[config.mk]
export PLATFORM = sky130hd
export DESIGN_NAME = fsm_control_mc
export DESIGN_NICKNAME = d
export VERILOG_FILES = /design/src/rtl/fsm_control_mc.sv
export SDC_FILE = /design/constraint.sdc
export NUM_CORES = 1
export LEC_CHECK = 0
export CAP_MARGIN = 20
export CORE_ASPECT_RATIO = 1.5
export CORE_UTILIZATION = 34
export CTS_BUF_LIST = sky130_fd_sc_hd__clkbuf_8 sky130_fd_sc_hd__clkbuf_16
export DETAILED_ROUTE_END_ITERATION = 7
export GPL_TIMING_DRIVEN = 0
export PLACE_DENSITY = 0.76
export SYNTH_ARGS = -nofsm -noshare
export SYNTH_HDL_FRONTEND = slang
export SYNTH_SLANG_ARGS = --single-unit
export TNS_END_PERCENT = 1
[constraint.sdc]
create_clock -name clk -period 2.3 [get_ports clk]
set_clock_uncertainty 0.1 [all_clocks]
set_input_delay 0.345 -clock clk [delete_from_list [all_inputs] [get_ports clk]]
set_output_delay 0.345 -clock clk [all_outputs]
set_load 0.005 [all_outputs]
[src/rtl/fsm_control_mc.sv]
// Multicycle CPU control FSM: fetch/decode/execute/memory/writeback with a mem_ready
// handshake and timeout trap, a MUL start/done handshake and a debug stall freeze.
// Optional perf counters are built only when FSM_CONTROL_PERF_CNT_EN is defined.
module fsm_control_mc #(
  parameter int OPCODE_SIZE = 4,
  parameter int ALUOP_W     = 5,
  parameter int MEM_TIMEOUT = 16,
  parameter int CNT_W       = 32,
  parameter logic [OPCODE_SIZE-1:0] ADD_INSTR   = 'd0,
  parameter logic [OPCODE_SIZE-1:0] SUB_INSTR   = 'd1,
  parameter logic [OPCODE_SIZE-1:0] LOAD_INSTR  = 'd2,
  parameter logic [OPCODE_SIZE-1:0] STORE_INSTR = 'd3,
  parameter logic [OPCODE_SIZE-1:0] BEQ_INSTR   = 'd4,
  parameter logic [OPCODE_SIZE-1:0] BNE_INSTR   = 'd5,
  parameter logic [OPCODE_SIZE-1:0] JUMP_INSTR  = 'd6,
  parameter logic [OPCODE_SIZE-1:0] MUL_INSTR   = 'd7,
  parameter logic [ALUOP_W-1:0]     ADD         = 'd2,
  parameter logic [ALUOP_W-1:0]     SUB         = 'd6,
  parameter logic [ALUOP_W-1:0]     MUL         = 'd8
) (
  input  logic                   clk,
  input  logic                   reboot_n,
  input  logic [OPCODE_SIZE-1:0] opcode,
  input  logic                   zero_flag,
  input  logic                   mem_ready,
  input  logic                   alu_done,
  input  logic                   stall,
  output logic                   MemRead,
  output logic                   MemWrite,
  output logic                   ALUSrcA,
  output logic                   IorD,
  output logic                   IRWrite,
  output logic [1:0]             ALUSrcB,
  output logic [ALUOP_W-1:0]     ALUOp,
  output logic                   PCWrite,
  output logic [1:0]             PCSource,
  output logic                   RegWrite,
  output logic                   MemtoReg,
  output logic                   writeback_alu_enable,
  output logic                   alu_start,
  output logic                   illegal_op,
  output logic                   bus_error,
  output logic [3:0]             state_o,
  output logic [CNT_W-1:0]       retired_count,
  output logic [CNT_W-1:0]       cycle_count
);

  localparam int WCNT_W = (MEM_TIMEOUT > 1) ? $clog2(MEM_TIMEOUT + 1) : 1;

  typedef enum logic [3:0] {
    S_IF        = 4'd0,
    S_ID        = 4'd1,
    S_EXEC      = 4'd2,
    S_EXEC_WAIT = 4'd3,
    S_WB_ALU    = 4'd4,
    S_MAC       = 4'd5,
    S_WB_MEM    = 4'd6,
    S_BRANCH    = 4'd7,
    S_JUMP      = 4'd8,
    S_TRAP      = 4'd9
  } state_t;

  state_t            state_q, state_d;
  logic [WCNT_W-1:0] wait_q, wait_d;
  logic              done_q, done_d;
  logic              retire;
  logic              timeout_hit;

  // Trap fires on the edge that closes the MEM_TIMEOUT-th consecutive not-ready cycle.
  assign timeout_hit = (MEM_TIMEOUT != 0) && !mem_ready &&
                       (wait_q == WCNT_W'(MEM_TIMEOUT - 1));

  always_ff @(posedge clk or negedge reboot_n) begin
    if (!reboot_n) begin
      state_q <= S_IF;
      wait_q  <= '0;
      done_q  <= 1'b0;
    end else begin
      state_q <= state_d;
      wait_q  <= wait_d;
      done_q  <= done_d;
    end
  end

  always_comb begin
    state_d              = state_q;
    retire               = 1'b0;
    MemRead              = 1'b0;
    MemWrite             = 1'b0;
    ALUSrcA              = 1'b0;
    IorD                 = 1'b0;
    IRWrite              = 1'b0;
    ALUSrcB              = 2'b00;
    ALUOp                = '0;
    PCWrite              = 1'b0;
    PCSource             = 2'b00;
    RegWrite             = 1'b0;
    MemtoReg             = 1'b0;
    writeback_alu_enable = 1'b0;
    alu_start            = 1'b0;
    illegal_op           = 1'b0;
    bus_error            = 1'b0;

    case (state_q)
      S_IF: begin
        MemRead = 1'b1;
        ALUSrcB = 2'b01;
        ALUOp   = ADD;
        if (mem_ready) begin
          IRWrite = 1'b1;
          PCWrite = 1'b1;
          state_d = S_ID;
        end else if (timeout_hit) begin
          state_d = S_TRAP;
        end
      end
      S_ID: begin
        case (opcode)
          ADD_INSTR, SUB_INSTR, MUL_INSTR: state_d = S_EXEC;
          LOAD_INSTR, STORE_INSTR:         state_d = S_MAC;
          JUMP_INSTR:                      state_d = S_JUMP;
          BEQ_INSTR, BNE_INSTR:            state_d = S_BRANCH;
          default: begin
            illegal_op = 1'b1;
            state_d    = S_IF;
          end
        endcase
      end
      S_EXEC: begin
        ALUSrcA = 1'b1;
        ALUSrcB = 2'b00;
        if (opcode == MUL_INSTR) begin
          ALUOp     = MUL;
          alu_start = 1'b1;
          state_d   = S_EXEC_WAIT;
        end else begin
          ALUOp   = (opcode == SUB_INSTR) ? SUB : ADD;
          state_d = S_WB_ALU;
        end
      end
      S_EXEC_WAIT: begin
        ALUOp = MUL;
        if (alu_done || done_q) state_d = S_WB_ALU;
      end
      S_WB_ALU: begin
        RegWrite             = 1'b1;
        writeback_alu_enable = 1'b1;
        state_d              = S_IF;
        retire               = 1'b1;
      end
      S_MAC: begin
        ALUSrcA  = 1'b1;
        ALUSrcB  = 2'b10;
        ALUOp    = ADD;
        IorD     = 1'b1;
        MemRead  = (opcode == LOAD_INSTR);
        MemWrite = (opcode == STORE_INSTR);
        if (mem_ready) begin
          if (opcode == LOAD_INSTR) begin
            state_d = S_WB_MEM;
          end else begin
            state_d = S_IF;
            retire  = 1'b1;
          end
        end else if (timeout_hit) begin
          state_d = S_TRAP;
        end
      end
      S_WB_MEM: begin
        RegWrite = 1'b1;
        MemtoReg = 1'b1;
        state_d  = S_IF;
        retire   = 1'b1;
      end
      S_BRANCH: begin
        ALUSrcA  = 1'b1;
        ALUSrcB  = 2'b00;
        ALUOp    = SUB;
        PCSource = 2'b01;
        PCWrite  = (opcode == BNE_INSTR) ? !zero_flag : zero_flag;
        state_d  = S_IF;
        retire   = 1'b1;
      end
      S_JUMP: begin
        PCWrite  = 1'b1;
        PCSource = 2'b10;
        state_d  = S_IF;
        retire   = 1'b1;
      end
      S_TRAP: begin
        bus_error = 1'b1;
        state_d   = S_TRAP;
      end
      default: state_d = S_IF;
    endcase

    // Stall freezes progress and side effects; mux selects keep following the state.
    if (stall) begin
      state_d              = state_q;
      retire               = 1'b0;
      MemRead              = 1'b0;
      MemWrite             = 1'b0;
      IRWrite              = 1'b0;
      PCWrite              = 1'b0;
      RegWrite             = 1'b0;
      alu_start            = 1'b0;
      writeback_alu_enable = 1'b0;
      illegal_op           = 1'b0;
    end

    wait_d = wait_q;
    if (!stall) begin
      if ((state_d != state_q) || mem_ready)
        wait_d = '0;
      else if ((MEM_TIMEOUT != 0) && ((state_q == S_IF) || (state_q == S_MAC)))
        wait_d = wait_q + 1'b1;
    end

    // A done pulse that lands while stalled in EXEC_WAIT is remembered until we leave.
    done_d = done_q;
    if ((state_q == S_EXEC_WAIT) && alu_done) done_d = 1'b1;
    if (state_d != S_EXEC_WAIT)               done_d = 1'b0;

    if (!reboot_n) begin
      MemRead              = 1'b0;
      MemWrite             = 1'b0;
      ALUSrcA              = 1'b0;
      IorD                 = 1'b0;
      IRWrite              = 1'b0;
      ALUSrcB              = 2'b00;
      ALUOp                = '0;
      PCWrite              = 1'b0;
      PCSource             = 2'b00;
      RegWrite             = 1'b0;
      MemtoReg             = 1'b0;
      writeback_alu_enable = 1'b0;
      alu_start            = 1'b0;
      illegal_op           = 1'b0;
      bus_error            = 1'b0;
    end
  end

  assign state_o = state_q;

`ifdef FSM_CONTROL_PERF_CNT_EN
  logic [CNT_W-1:0] retired_q, cycle_q;

  always_ff @(posedge clk or negedge reboot_n) begin
    if (!reboot_n) begin
      retired_q <= '0;
      cycle_q   <= '0;
    end else begin
      if (retire) retired_q <= retired_q + 1'b1;
      if (!stall && (state_q != S_TRAP)) cycle_q <= cycle_q + 1'b1;
    end
  end

  assign retired_count = retired_q;
  assign cycle_count   = cycle_q;
`else
  logic perf_unused;
  assign perf_unused   = retire;
  assign retired_count = '0;
  assign cycle_count   = '0;
`endif

endmodule
# Word level (Yosys, flattened, before mapping)

Index checks and enable logic that the tools add are counted.

$add $sub $neg: 1
Equal/unequal tests: 19
Mux-type cells: 57
Bitwise gates (word level): 1
Reductions and logical operators: 19

Operators with widths:

| operator                                       | number |
|---|---|
| two-way mux 1 bit                              | 36 |
| == test 4 x 3 -> 1 bit (second input constant) | 8 |
| case mux 4 bit (4 select lines)                | 2 |
| two-way mux 4 bit                              | 6 |
| case mux 4 bit (6 select lines)                | 1 |
| == test 4 x 2 -> 1 bit (second input constant) | 4 |
| two-way mux 5 bit                              | 3 |
| two-way mux 3 bit                              | 3 |
| == test 4 x 1 -> 1 bit (second input constant) | 2 |
| == test 4 bit (second input constant)          | 2 |
| logical NOT 4 bit                              | 2 |
| case mux 2 bit (2 select lines)                | 2 |
| OR reduction 2 bit                             | 4 |
| OR reduction 8 bit                             | 1 |
| OR reduction 3 bit                             | 2 |
| adder 5 x 1 -> 5 bit (second input constant)   | 1 |
| == test 5 x 4 -> 1 bit (second input constant) | 1 |
| two-way mux 2 bit                              | 2 |
| != test 4 x 2 -> 1 bit (second input constant) | 1 |
| != test 4 bit                                  | 1 |
| nonzero test 2 bit                             | 2 |
| logical OR 1 bit                               | 3 |
| case mux 1 bit (3 select lines)                | 1 |
| logical AND 1 bit                              | 2 |
| 4 further kinds                                | 5 |

Bits in registers: 10
Input bits: 10
Output and inout bits: 89
Word-level logic and storage cells: 100

# Longest topological paths before layout

Gate-level depths: netlist of run 1.

Depth after elaboration: 10
Depth in mapped cells: 10
Depth with buffers taken out: 10

# Worst setup path before layout of run 1

OpenSTA, ideal clock, no wires.

Path kind: reg2reg
From: register wait_q[0]
To: register wait_q[3]
Library setup time: 0.126 ns
Arrival time: 2.086 ns
Data required time: 2.074 ns
Path slack: -0.012 ns
Cell stages (with the launch flop): 11
Buffers on the path: 0
Period minus slack after synthesis: 2.312 ns
Cell sequence: dfrtp_1 ha_1 and3_1 ha_1 nor2_1 a31oi_1 o311ai_2 a21oi_2 o21ai_4 nor2_2 a221o_1

Cells in the longest elaborated chain, start to end: 10
Elaborated cells on any way between the ends: 14
Those cells by class: add/sub (1); eq/ne (2); mux (7); reduce/logical (4)

RTL lines:

| what                                        | RTL line | text |
|---|---|---|
| from (decl)                                 | 64       | `logic [WCNT_W-1:0] wait_q, wait_d;` |
| from (signal assigned)                      | 80       | `wait_q <= wait_d;` |
| == test 5 x 4 -> 1 bit                      | 71       | `(wait_q == WCNT_W'(MEM_TIMEOUT - 1));` |
| logical AND 1 bit                           | 70       | `assign timeout_hit = (MEM_TIMEOUT != 0) && !mem_ready &&` |
| two-way mux 4 bit                           | 113, 165 |  |
| two-way mux 4 bit, on equally long branches | 158, 109 |  |
| case mux 4 bit (6 select lines)             | 104      | `case (state_q)` |
| two-way mux 4 bit                           | 198      | `if (stall) begin` |
| != test 4 bit                               | 213      | `if ((state_d != state_q) \|\| mem_ready)` |
| logical OR 1 bit                            | 213      |  |
| nonzero test 2 bit (no line)                | n/a      |  |
| AND reduction 2 bit (no line)               | n/a      |  |

Several ways; a longest one is shown, not always the timed one. The select of a mux whose other input is x is not followed.
A chain may end at the register's enable or synchronous reset.

# Worst setup path after layout of run 1

From: register state_q[3] (netlist: state_o[3])
To: register wait_q[3]

Cells in the longest elaborated chain, start to end: 8
Elaborated cells on any way between the ends: 18
Those cells by class: eq/ne (6); mux (7); reduce/logical (5)

RTL lines:

| what                                        | RTL line | text |
|---|---|---|
| from (decl)                                 | 63       | `state_t state_q, state_d;` |
| from (signal assigned)                      | 79       | `state_q <= state_d;` |
| two-way mux 4 bit                           | 113, 165 |  |
| two-way mux 4 bit, on equally long branches | 158, 109 |  |
| case mux 4 bit (6 select lines)             | 104      |  |
| two-way mux 4 bit                           | 198      |  |
| != test 4 bit                               | 213      |  |
| logical OR 1 bit                            | 213      |  |
| nonzero test 2 bit (no line)                | n/a      |  |
| AND reduction 2 bit (no line)               | n/a      |  |

Several ways; a longest one is shown, not always the timed one.

==> out/qor_table.md, run 1 <==
| Parameter | This run |
|:---|:---|
| Worst voltage drop across the vdd grid | 0.0003192 V |
| Post-layout nets | 332 |
| Cell count after synthesis | 215 |
| Proportion of synthesized flip-flops having asynchronous set or reset | 100.0% |
| Path category of the worst min-delay check | primary input to asynchronous set/reset pin |
| Count of flip-flops with a built-in enable after synthesis | 0 |
| Antenna violations before repair | 0 |
| First-iteration detailed-routing DRC count | 30 |
| Chip Height | 86.71 um |
| Slew Limit Headroom | 61.19% |
| Final number of hold-violating endpoints | 0 |
| Number of primary I/O pins | 99 |
| Cell-by-cell trace of the critical path | buf_6 > nand2b_1 > nor4_1 > nor2_1 > o311ai_1 > mux2i_2 > buf_4 > nor2_4 > a221o_1 |
| Vias per std cell | 4.360 |
| Data arrival at the endpoint of the critical path | 2.50 ns |
| Critical path required time | 2.32 ns |
| Register bit total from synthesis | 10 |
| Fraction of final layout cells sized beyond drive strength 1 | 34.80% |
| DRT Pass-1 Iters | 4 |
| Cts bufs inserted | 3 |
| Worst Tran Pin Value | 0.5768 ns |
| Most frequent standard cell in the layout excluding fill and tap cells | buf_4 |
| All-layer global routing usage | 15.92% |
| Reported leakage power | 1.250 nW |
| Register clock-pin slew on the reported worst setup and hold paths | 0.05 ns |
| CTS tree | built |
| Final setup margin | -0.1843 ns |
| Fmax | 402.5 MHz |
| Minimum hold slack | 0.02032 ns |
| Area Growth Syn to Fin | 50.00% |
| Width of the die | 58.48 um |
| Seq/Total Area, Yosys | 15.38% |
| Worst-Skew Late Latency | 0.24 ns |
| Count of warnings emitted by yosys | 0 |
| Synth unique cells | 51 |
| Via count | 1670 |
| Largest buffer count on any clock path | 2 |
| Commonest register cell after synthesis | dfrtp_1 |
| Last weighted congestion value of the routability-driven placer | 0.8991 |
| Worst reg-to-reg path cell count | 9 |
| Detailed Place HPWL | 3364 um |
| Final number of setup-violating endpoints | 12 |
| Count of nets left with antenna violations after detail routing | 0 |
| Via count of the first global-routing pass | 1398 |
| Initial cell density of the core | 35.81% |
| Critical path's largest stage delay | 0.47 ns |
| Fraction of the cycle the final worst path needs | 108.0% |
| Core region area | 4542 um2 |
| # Max-Cap Violations | 0 |
| Post-Synthesis Cell Area | 1627 um2 |
| Startpoint class of the critical path | flop |
| Overflow after GRT | 0 |
| Failing checks | setup timing |
| Number of remaining DRC errors | 0 |
| Count of hold buffers inserted by post-cts repair | 0 |
| Quantity of I/O buffers inserted on ports | 32 |
| Worst reg2reg path endpoint | wait_q[3] |
| Synthesized area divided by synthesized cell count | 7.565 um2 |
| Crit Path Max Fanout | 8 |
| Power density relative to cell area | 632.5 nW/um2 |
| Number of cell rows | 30 |
| Total detailed-routing wirelength | 4191 um |
| Max-slew violation count | 0 |
| Commonest cells after routing, fill and taps aside | buf_4 (73), conb_1 (66), clkdlybuf4s50_1 (21), nand2_1 (14), nor2_1 (13) |
| Count of clock tree sinks | 10 |
| Reg-to-reg startpoint | state_o[3] |
| Kind of end point of the critical path | flop |
| Routed length per instance | 10.94 um |
| Unrepaired setup endpoints after global routing | yes |
| Clock period minus worst slack | 2.484 ns |
| R2r setup slk | -0.18 ns |
| Wire length of the first global-routing pass | 6292 um |
| Critical path start-end classification | flop to flop |
| Die area | 5070 um2 |
| Antenna fix cells | 0 |
| Post-layout util | 53.72% |
| Max stage delay cell, worst path | nor4_1 |
| Level count of the clock H-tree | 1 |
| Run status | complete, but fails checks |
| Clk root buf | clkbuf_8 |
| Maximum number of pins on one net before global-route repair | 18 |
[what timing repair did]
item	4_1_cts	5_1_grt
hold endpoints to repair	0	0
pin swaps	7	1
setup buffers	3	0
endpoints found under the setup margin	24	21
resized for setup	37	4
[worst max-delay path by stage]
stage | slack [ns] | endpoint | from
6_report | -0.18 | wait_q[3] | state_o[3]
5_1_grt | -0.25 | wait_q[3] | wait_q[0]
4_1_cts | -0.16 | wait_q[3] | wait_q[0]
3_5_place_dp | -0.71 | ALUOp[3] | reboot_n
3_3_place_gp | -0.63 | ALUOp[3] | reboot_n
2_1_floorplan | 0.02 | wait_q[3] | wait_q[0]
[state kept, by name, summed over array words and instances, names as in the netlist]
signal   count
done_q       1
state_o      4
wait_q       5
[Yosys cell counts, types with 3 or more instances]
library cell / number / share of area, %
o21ai_0: 5 / 1.5
buf_2: 4 / 1.2
nor2_1: 18 / 4.2
a2111oi_0: 3 / 1.6
nor4_1: 4 / 1.5
a21oi_1: 9 / 2.8
nand3_1: 5 / 1.5
nand2b_1: 3 / 1.2
buf_4: 67 / 31
inv_1: 7 / 1.6
nor3_1: 8 / 2.5
dfrtp_1: 10 / 15
and3_1: 6 / 2.3
nand2_1: 15 / 3.5
a22o_1: 5 / 2.7
[kinds of logic (layout without fill, tap and decap cells)]
kind of cell | count (synthesis) | after routing | synth area share (%)
other cells | 1 | 66 | 0.2305
fa+ha+maj | 4 | 4 | 2.769
xor+xnor | 2 | 2 | 1.077
mux | 1 | 1 | 0.8460
compound gates | 36 | 36 | 17.92
simple gates | 80 | 80 | 26.84
flops | 10 | 10 | 15.38
buf+inv | 81 | 120 | 34.92
[per-layer routing]
layer | global-route usage, % | share of wire, % | up-vias
met4 | 8.442 | 2.3 | 0
li1 | - | - | 832
met5 | 0 | 0 | -
met2 | 30.09 | 53 | 96
met1 | 16.30 | 36 | 731
met3 | 2.388 | 8.8 | 11
[stage by stage]
stage	std cells	setup WS (ns)	instance area, um2	power, W	setup TNS [ns]
final	383	-0.1843	2440	0.001543	-0.9872
after global routing	383	-0.2538	2440	0.001646	-2.312
after CTS	383	-0.1563	2425	0.001523	-0.8685
after detailed placement	376	-0.7062	2281	0.001198	-10.27
after global placement	376	-0.6331	2281	0.001191	-10.08
after floorplan	280	0.01806	1881	0.0009041	0
[power by group]
part	leakage, nW	switching (W)	internal (W)
clock network	0.0288	0.0000739	0.000151
registers	0.137	0.0000391	0.000209
logic	1.08	0.000585	0.000486
[critical path, delay by kind of cell, from the launching register on]
| family | cells | cell delay [ns] |
|---|---|---|
| AO/OA/AOI/OAI | 2 | 0.46 |
| flip-flops | 1 | 0.38 |
| buffers and inverters | 2 | 0.32 |
| multiplexers | 1 | 0.26 |
| AND/OR/NAND/NOR | 4 | 0.83 |
[cell type report]
type / count / area (um2)
Clock buffer: 4 / 55.05
Multi-Input combinational cell: 189 / 1132
Timing Repair Buffer: 35 / 332.8
Tap cell: 64 / 80.08
Inverter: 7 / 28.78
Buffer: 74 / 560.5
Fill cell: 456 / 2102
Sequential cell: 10 / 250.2
(Power assumes the default switching activity.)
==> run 2, diff against run 1 <==
--- a/config.mk
+++ b/config.mk
@@ -5,13 +5,14 @@
 export SDC_FILE = /design/constraint.sdc
 export NUM_CORES = 1
 export LEC_CHECK = 0
+export ABC_AREA = 1
 export CAP_MARGIN = 20
 export CORE_ASPECT_RATIO = 1.5
 export CORE_UTILIZATION = 34
 export CTS_BUF_LIST = sky130_fd_sc_hd__clkbuf_8 sky130_fd_sc_hd__clkbuf_16
 export DETAILED_ROUTE_END_ITERATION = 7
 export GPL_TIMING_DRIVEN = 0
-export PLACE_DENSITY = 0.76
+export PLACE_DENSITY = 0.77
 export SYNTH_ARGS = -nofsm -noshare
 export SYNTH_HDL_FRONTEND = slang
 export SYNTH_SLANG_ARGS = --single-unit
==> run 2 against run 1 <==
Net effect: the flow finishes with violations (DRC, setup timing); register-to-register slack better by 0.38 ns; worst setup slack better by 0.13 ns; synthesized area is 2.3% lower; cell count is 2.3% higher; wire length is 8.6% lower; global-route usage is 0.83 points lower; sequential power is 12% higher; die area is 2.2% lower; largest cell class unchanged; largest power group unchanged.
==> out/qor_table.md, run 2 <==
| Parameter | This run | vs previous |
|:---|:---|:---|
| Leading area contributor after synthesis | buf_4 |  |
| Antenna violations before repair | 0 | unchanged |
| Minimum hold slack | 0.3953 ns | +0.3750 ns |
| Max stage delay cell, worst path | clkdlybuf4s50_1 |  |
| Chip Height | 85.73 um | -1.1% |
| Routed length per instance | 9.768 um | -11% |
| Core region area | 4504 um2 | -0.83% |
| Final number of hold-violating endpoints | 0 | unchanged |
| Count leader, synth | buf_4 |  |
| Post-Synthesis Cell Area | 1589 um2 | -2.3% |
| CP dominant cell by count | clkdlybuf4s50_1 |  |
| Max-slew violation count | 0 | unchanged |
| Count of clock tree sinks | 10 | unchanged |
| All-layer global routing usage | 15.09% | -0.83 points |
| Clk root buf | clkbuf_8 |  |
| Count of warnings emitted by yosys | 0 | unchanged |
| Data arrival at the endpoint of the critical path | 1.91 ns | -0.59 ns |
| Width of the die | 57.82 um | -1.1% |
| Synth unique cells | 31 | -39% |
| Clock period minus worst slack | 2.356 ns | -0.1282 ns |
| Wire length of the first global-routing pass | 5927 um | -5.8% |
| DRT Pass-1 Iters | 7 | +3 |
| Unrepaired setup endpoints after global routing | yes |  |
| Top cells by area in the synthesized netlist | buf_4 (32%), dfrtp_1 (16%), nand2_1 (9.2%) |  |
| Area share of the largest cell type after synthesis | 31.65% | +0.73 points |
| Critical path's largest stage delay | 0.53 ns | +0.06 ns |
| Number of cell rows | 30 | unchanged |
| Vias per std cell | 4.122 | -5.5% |
| Die area | 4957 um2 | -2.2% |
| Most frequent standard cell in the layout excluding fill and tap cells | buf_4 |  |
| Sum of negative setup slack | -0.1615 ns | +0.8257 ns |
| Commonest register cell after synthesis | dfrtp_1 |  |
| CTS tree | built |  |
| Largest buffer count on any clock path | 2 | unchanged |
| Switching power as a share of total power | 47.15% | +1.9 points |
| Register clock-pin slew on the reported worst setup and hold paths | 0.05 ns | about the same |
| Detailed Place HPWL | 3237 um | -3.8% |
| Proportion of synthesized flip-flops having asynchronous set or reset | 100.0% | unchanged |
| Run status | complete, but fails checks |  |
| Quantity of I/O buffers inserted on ports | 32 | unchanged |
| Power density relative to cell area | 583.3 nW/um2 | -7.8% |
| # Max-Cap Violations | 0 | unchanged |
| Critical path start-end classification | primary input to output port |  |
| Share of total power in combinational logic | 67.1% | -2.3 points |
| Final Power | 0.001376 W | -11% |
| Register bit total from synthesis | 10 | unchanged |
| Synthesized area divided by synthesized cell count | 6.593 um2 | -13% |
| Kind of end point of the critical path | output port |  |
| Clock network power share | 12.7% | -1.9 points |
| Initial cell density of the core | 35.28% | -0.53 points |
| Final standard cell area without fillers | 2359 um2 | -3.3% |
| Crit Path Max Fanout | 10 | +2 |
| Fraction of the cycle the final worst path needs | 102.4% | -5.6 points |
| Fraction of final layout cells sized beyond drive strength 1 | 34.59% | -0.20 points |
| Via count | 1616 | -3.2% |
| Overflow after GRT | 0 | unchanged |
| Reported leakage power | 1.398 nW | +12% |
| Leading post-synthesis cells by instance count | buf_4 (67), nand2_1 (39), nor2_1 (24) |  |
| Antenna fix cells | 0 | unchanged |
| Worst voltage drop across the vdd grid | 0.0003556 V | +11% |
| Cts bufs inserted | 3 | unchanged |
| Internal cell power | 0.0007271 W | -14% |
| Net Sw Power | 0.0006487 W | -7.1% |
| Commonest cells after routing, fill and taps aside | buf_4 (68), conb_1 (66), nand2_1 (37), clkdlybuf4s50_1 (21), nor2_1 (19) |  |
| Fmax | 424.4 MHz | +5.4% |
| Post-layout nets | 358 | +7.8% |
| Post-place instance area | 2213 um2 | -3.0% |
| Startpoint class of the critical path | primary input |  |
| Maximum number of pins on one net before global-route repair | 11 | -7 |
| Worst-Skew Late Latency | 0.23 ns | about the same |
| Seq/Total Area, Yosys | 15.75% | +0.36 points |
| Number of remaining DRC errors | 13 | +13 |
| Final number of setup-violating endpoints | 4 | -8 |
| Level count of the clock H-tree | 1 | unchanged |
| Via count of the first global-routing pass | 1388 | -0.72% |
| Count of nets left with antenna violations after detail routing | 0 | unchanged |
| Seq pwr share | 20.2% | +4.1 points |
| Number of primary I/O pins | 99 | unchanged |
| Cell count after synthesis | 241 | +12% |
| Biggest register | wait_q |  |
| Max reg flops | 5 | unchanged |
| Area Growth Syn to Fin | 48.43% |  |
| Cell-by-cell trace of the critical path | clkdlybuf4s50_1 > clkinv_2 > buf_6 > nand2_2 > nor3_1 > clkdlybuf4s50_1 |  |
| First-iteration detailed-routing DRC count | 33 | +10% |
| Critical path required time | 1.86 ns | -0.46 ns |
| Count of flip-flops with a built-in enable after synthesis | 0 | unchanged |
| Failing checks | DRC, setup timing |  |
| Path category of the worst min-delay check | flop to flop |  |
| Last weighted congestion value of the routability-driven placer | 0.9146 | +1.7% |
| Final setup margin | -0.05608 ns | +0.1282 ns |
| Total detailed-routing wirelength | 3829 um | -8.6% |
run 2: changes by cell type after synthesis, sizes merged, moves of 3 or more:
cell / previous run / this run
nand4: 2 / 5
nand2: 15 / 47
nand3: 5 / 17
buf: 72 / 69
and3: 6 / 1
a2111oi: 3 / 0
xor2: 0 / 3
nand2b: 4 / 0
a22o: 5 / 0
inv: 7 / 21
nor2: 20 / 36
a21oi: 10 / 6
run 2: final timing paths:
path                                start         end  slack (ns)  cells after the start
max in group asynchronous        reboot_n  state_o[2]        1.23                      2
worst max-delay path                stall  illegal_op       -0.06                      6
worst max register to register  wait_q[0]   wait_q[1]        0.20                     13
worst min register to register  wait_q[4]   wait_q[4]        0.40                      2
min in group asynchronous        reboot_n   wait_q[1]        0.59                      2
worst min-delay path            wait_q[4]   wait_q[4]        0.40                      2
run 2: per-layer routing:
layer | vias to the layer above | GRT usage (%) | part of all wire (%)
met5 | - | 0 | 0
met4 | 0 | 7.792 | 2.8
li1 | 840 | - | -
met2 | 84 | 30.41 | 55
met1 | 682 | 13.41 | 33
met3 | 10 | 2.866 | 9.2
run 2: worst max-delay path: cells and delay by family:
kind                   cells  cell delay, ns
buffers and inverters      4            1.23
and+or+nand+nor            2            0.33
run 2: power groups by stage:
stage          clock network (W)  logic [W]  registers, W
2_1_floorplan                  0   0.000614      0.000261
3_3_place_gp                   0   0.000867      0.000272
3_5_place_dp                   0   0.000877      0.000272
4_1_cts                 0.000179   0.000889      0.000277
5_1_grt                 0.000190    0.00102      0.000282
6_report                0.000174   0.000923      0.000278
run 2: timing repair:
action                                 in CTS  in global routing
setup endpoints to repair                  19                 15
pin swaps                                   2                  6
gates resized for setup                    19                 17
endpoints found under the hold margin       5                  0
hold buffers                                2                  0
setup buffers                               0                  1
run 2: kinds of logic (layout without fill, tap and decap cells):
family          count (synthesis)  count (layout)  synth area share [%]
simple gates                  116             116                 36.14
other cells                     1              66                0.2360
fa+ha+maj                       2               2                 1.575
buf+inv                        92             130                 38.50
flops                          10              10                 15.75
compound gates                 16              16                 5.590
xor+xnor                        4               4                 2.205
run 2: final cells by class:
class | instances | area (um2)
flip-flops and latches | 10 | 254.0
inverters | 22 | 86.33
repair buffers | 35 | 361.6
clock buffers | 3 | 41.29
multi-input cells | 204 | 1025
well taps | 48 | 60.06
fillers | 463 | 2146
plain buffers | 70 | 530.5
run 2: metrics by stage:
stage	std cells	utilization (%)	worst slack [ns]
floorplan	306	-	0.3082
global placement	386	49.14	-0.5187
detailed placement	386	49.14	-0.5622
CTS	391	51.11	-0.08904
global route	392	52.36	-0.1265
finish	392	52.36	-0.05608
